File: src/rtl/canvas_buffer.sv
// 32x32 one-bit drawing canvas: cursor-driven set/clear, registered VGA read
// port, live count of set cells and a one-cell-per-cycle clear sweep.
module canvas_buffer #(
  parameter int GRID_BITS = 5,
  parameter int CNT_W     = 11
) (
  input  logic                 clk,
  input  logic                 clr,
  input  logic                 draw,
  input  logic                 erase,
  input  logic [GRID_BITS-1:0] cursor_x,
  input  logic [GRID_BITS-1:0] cursor_y,
  input  logic                 clear_all,
  input  logic [GRID_BITS-1:0] rd_x,
  input  logic [GRID_BITS-1:0] rd_y,
  output logic                 rd_pixel,
  output logic                 rd_cursor,
  output logic                 busy,
  output logic [CNT_W-1:0]     set_count
);

  localparam int ADDR_W = 2 * GRID_BITS;
  localparam int CELLS  = 1 << ADDR_W;

  typedef enum logic {IDLE, CLEAR} state_t;

  state_t               state;
  logic [ADDR_W-1:0]    sweep_addr;
  logic [1:0]           draw_sync;
  logic [1:0]           erase_sync;
  logic [GRID_BITS-1:0] cursor_x_meta, cursor_x_s;
  logic [GRID_BITS-1:0] cursor_y_meta, cursor_y_s;

  logic                 mem [CELLS];

  logic                 wr_en;
  logic                 wr_data;
  logic [ADDR_W-1:0]    wr_addr;
  logic [ADDR_W-1:0]    cursor_addr;
  logic [ADDR_W-1:0]    rd_addr;
  logic                 wr_old;

  assign cursor_addr = {cursor_y_s, cursor_x_s};
  assign rd_addr     = {rd_y, rd_x};
  assign busy        = (state == CLEAR);
  assign wr_old      = mem[wr_addr];

  // One write port shared by the sweep and the synced draw/erase buttons.
  // NOTE: every always_comb output gets a default first so no latch is inferred.
  always_comb begin
    wr_en   = 1'b0;
    wr_data = 1'b0;
    wr_addr = cursor_addr;
    if (!clr) begin
      if (state == CLEAR) begin
        wr_en   = 1'b1;
        wr_addr = sweep_addr;
      end else if (!clear_all) begin
        if (erase_sync[1]) begin
          wr_en = 1'b1;
        end else if (draw_sync[1]) begin
          wr_en   = 1'b1;
          wr_data = 1'b1;
        end
      end
    end
  end

  // NOTE: the cell array has no reset; the clear sweep that follows reset blanks it.
  always_ff @(posedge clk) begin
    if (wr_en) mem[wr_addr] <= wr_data;
  end

  // NOTE: all state updates use non-blocking assignments so reads see pre-edge values.
  always_ff @(posedge clk) begin
    if (clr) begin
      state         <= CLEAR;
      sweep_addr    <= '0;
      set_count     <= '0;
      rd_pixel      <= 1'b0;
      rd_cursor     <= 1'b0;
      draw_sync     <= '0;
      erase_sync    <= '0;
      cursor_x_meta <= '0;
      cursor_x_s    <= '0;
      cursor_y_meta <= '0;
      cursor_y_s    <= '0;
    end else begin
      draw_sync     <= {draw_sync[0], draw};
      erase_sync    <= {erase_sync[0], erase};
      cursor_x_meta <= cursor_x;
      cursor_x_s    <= cursor_x_meta;
      cursor_y_meta <= cursor_y;
      cursor_y_s    <= cursor_y_meta;

      rd_pixel  <= (state == CLEAR) ? 1'b0 : mem[rd_addr];
      rd_cursor <= (rd_addr == cursor_addr);

      case (state)
        IDLE: begin
          if (clear_all) begin
            state      <= CLEAR;
            sweep_addr <= '0;
            set_count  <= '0;
          end else if (wr_en && wr_data && !wr_old) begin
            set_count <= set_count + 1'b1;
          end else if (wr_en && !wr_data && wr_old) begin
            set_count <= set_count - 1'b1;
          end
        end
        CLEAR: begin
          sweep_addr <= sweep_addr + 1'b1;
          if (sweep_addr == ADDR_W'(CELLS - 1)) state <= IDLE;
        end
        default: state <= IDLE;
      endcase
    end
  end

endmodule

File: config.mk
export PLATFORM = sky130hd
export DESIGN_NAME = canvas_buffer
export DESIGN_NICKNAME = d
export VERILOG_FILES = /design/src/rtl/canvas_buffer.sv
export SDC_FILE = /design/constraint.sdc
export NUM_CORES = 2
export LEC_CHECK = 0
export ABC_AREA = 0
export CAP_MARGIN = 40
export CORE_UTILIZATION = 50
export DETAILED_ROUTE_END_ITERATION = 10
export PLACE_DENSITY = 0.65
export REMOVE_ABC_BUFFERS = 1
export SLEW_MARGIN = 20
export SYNTH_ARGS = -nofsm -noshare
export SYNTH_HDL_FRONTEND = slang
export SYNTH_SLANG_ARGS = --single-unit
File: constraint.sdc
create_clock -name clk -period 125.4 [get_ports clk]
set_input_delay 18.81 -clock clk [delete_from_list [all_inputs] [get_ports clk]]
set_output_delay 18.81 -clock clk [all_outputs]
set_load 0.01 [all_outputs]
==> qor.yml <==
logic_synthesis:
  ys_ff_latch: 1072
  synth_top_family_by_area: "multiplexers"
  synth-compound-area-share: 0.1143
  synthSimpleGateAreaFrac: 0.09356
  yosys_most_used_dff: "edfxtp_1"
  ys.warnings.count: 0
  synth_cell_type_count: 57
  synth_edf_count: 1024
  seq_area_frac_synth: 0.6030
  synth-async-reset-ratio: 0
  yosys.area_share.adder: 0.002998
  synth_mux_area_frac: 0.1497
  avgSynthCellArea_um2: 13.61
  netlist_instances: 3864
  synth_area_um2: 52580
  synth_xor_xnor_area_share: 0.003165
timing:
  slew_headroom: 0.2524
  worst_pin_slew_ns: 1.121
  fin_crit_ns: 26.13
  drv_slew: 0
  timing.final.hold_violations: 0
  finalSetupViolCount: 0
  grt_setup_unrepaired: "no"
  clock_skew_ns: 0.04031
  layout_worst_path_cycle_share: 0.2084
  fmax_ghz: 0.03827
  fin_setup_tns_ns: 0
setup_path:
  reg2reg_slack_ns: 117.10
  reg2reg_from: "busy"
  arrival_ns: 26.73
  cpMaxStageDelayCell: "fa_1"
  r2r-end: "set_count[10]"
  critPathKind: "primary input to flop"
  reg2reg_depth: 29
  worst_setup_path_end_kind: "flop"
  cpPeakStageDelay_ns: 0.51
  crit_path_start_kind: "primary input"
  worstPathRequired_ns: 125.99
  crit_path_max_fanout: 53
  crit_top_cell: "buf_4"
grt:
  grt_max_degree: 248
  grt_overflow: 0
  grt_use_total: 0.3119
  antenna_found_initial: 4
  grt_pass1_wl_mm: 242.2
  grt_pass1_vias: 35908
cells_and_area:
  final_cell_mix: "nor2_1 (1052), edfxtp_1 (1024), mux4_2 (341)"
  nFillCells: 8472
  layout_commonest_cell: "nor2_1"
  drive_above_1_share: 0.1875
  post-route-util: 0.5643
  synthToLayoutAreaGrowth_pct: 11.54
  final_nets: 3770
cts:
  cts.hold.buffers_added: 0
  cts_setup_buffers: 0
  cts.repair.resized: 0
  clock_path_buffers: 3
  cts_root_buf: "clkbuf_16"
  cts_buffers: 110
  cts_htree_levels: 3
  cts_tree: "yes"
  cts_sinks: 1072
  path_clk_slew_ns: 0.06
  clk_latency_ns: 0.71
die:
  die_y_um: 326.3
  start_util: 0.5059
  core_um2: 103900
  io_pins: 39
  fp-row-count: 118
  fp.dieArea_um2: 106500
  die_w_um: 326.3
routing:
  route.detailed.drc: 0
  drtIter0Drc: 5650
  ant_nets: 0
  avgRoutedWirePerCell_um: 32.18
  wl_mm: 167.5
  vias: 36892
  first_pass_iters: 6
  via_per_inst: 7.089
power:
  p_int_uw: 600.9
  switchingPower_uw: 176.3
  p_sw_frac: 0.2268
  seqPwrFrac: 0.498
  power_density_nw_per_um2: 13.25
  pwr-share-comb: 0.079
  p_leak_nw: 15.71
  p_clk_frac: 0.424
  ir_drop_mv: 0.01368
place:
  gp_congestion: 0.8287
  port_buffers: 38
  hpwl_mm: 89.88
hold_path:
  hp-start: "draw_sync[0]"
  whs_path_depth: 1
  hp-class: "flop to flop"
  whs_endpoint: "draw_sync[1]"
run:
  drv_cap: 0
run_status:
  status: "finished, final reports clean"
[synth_stat cells, types with 3 or more instances]
cell / n / share of area
a21o_1: 4 / 0.00057
a21oi_1: 14 / 0.0013
a221oi_1: 256 / 0.043
a22o_1: 256 / 0.043
a31oi_1: 6 / 0.00071
and2_1: 3 / 0.00036
buf_1: 80 / 0.0057
buf_2: 42 / 0.0040
buf_6: 6 / 0.0013
clkbuf_1: 299 / 0.021
dfxtp_1: 48 / 0.018
edfxtp_1: 1024 / 0.58
ha_1: 11 / 0.0026
inv_1: 9 / 0.00064
mux2i_1: 14 / 0.0027
mux4_2: 341 / 0.15
nand2_1: 94 / 0.0067
nand3_1: 12 / 0.0011
nand3b_1: 11 / 0.0016
nand4_1: 6 / 0.00071
nor2_1: 1052 / 0.075
nor2b_1: 31 / 0.0037
nor3b_1: 6 / 0.00086
nor4_1: 3 / 0.00036
o21a_1: 3 / 0.00043
o21ai_0: 3 / 0.00029
o21bai_1: 5 / 0.00071
o22ai_1: 128 / 0.015
o41a_1: 32 / 0.0069
o41ai_1: 8 / 0.0013
or2_2: 4 / 0.00048
xnor2_1: 6 / 0.0010
xor2_1: 13 / 0.0022
[state kept, by name, summed over array words and instances (netlist names)]
name	flops
draw_sync	2
sweep_addr	10
cursor_y_meta	5
mem	1024
rd_cursor	1
erase_sync	2
cursor_y_s	5
set_count	11
busy	1
cursor_x_s	5
cursor_x_meta	5
rd_pixel	1
[layout make-up]
cell class	count	area, µm²	share of cell area
Multi-Input combinational cell	2354	19330	0.3295
Timing Repair Buffer	186	2282	0.03891
Antenna cell	1	2.502	0.00004267
Inverter	9	33.78	0.0005760
Clock buffer	143	3002	0.05118
Clock inverter	59	566.8	0.009664
Tap cell	1380	1727	0.02944
Sequential cell	1072	31710	0.5407
[metal layers]
metal  GRT usage  wire, µm  vias to the layer above
met5           0        13                        -
met4      0.1402      8473                        2
met3     0.06916     19830                      468
met2      0.4853     77460                     2459
met1      0.4222     61720                    19034
li1            -         -                    14929
[power groups by stage]
stage                     Clock (mW)  Sequential (mW)  Combinational (mW)
after floorplan                    0            0.394              0.0411
after global placement             0            0.394              0.0574
after detailed placement           0            0.395              0.0590
after CTS                      0.331            0.387              0.0593
after global routing           0.345            0.387              0.0637
final                          0.329            0.387              0.0611
[per-stage QoR]
step	instances	area [µm²]	hold slack [ns]	total power, mW	setup WS [ns]
floorplan	3435	50870	0.4138	0.4354	30.35
global placement	4938	53830	0.4258	0.4519	97.46
detailed placement	4990	54900	0.4269	0.4535	98.31
CTS	5192	58460	0.4416	0.7776	98.97
global route	5203	58650	0.4608	0.7952	98.94
finish	5204	58650	0.4379	0.7772	99.27
[cells by family (layout without fill, tap and decap cells)]
family,count (synthesis),after routing
other,0,1
flip-flops,1072,1072
AO/OA/AOI/OAI,725,725
AND/OR/NAND/NOR,1239,1239
adder cells (fa/ha/maj),12,12
XOR/XNOR,19,19
buffers and inverters,438,397
multiplexers,359,359
[worst max-delay path: cells and delay by family]
family | cells | cell delay (ns)
AOI/OAI and AO/OA | 15 | 3.08
buffers and inverters | 8 | 2.11
and+or+nand+nor | 5 | 1.93
adders and majority gates | 1 | 0.51
xor gates and xnor gates | 1 | 0.11
[worst max-delay path by stage]
stage | start | end | slack (ns)
final | clr | set_count[10] | 99.27
after floorplan | clr | set_count[1] | 30.35
after global routing | clr | set_count[10] | 98.94
after detailed placement | clr | set_count[10] | 98.31
after CTS | clr | set_count[10] | 98.97
after global placement | clr | set_count[10] | 97.46
Note: power is estimated with default switching activity, not from simulation.
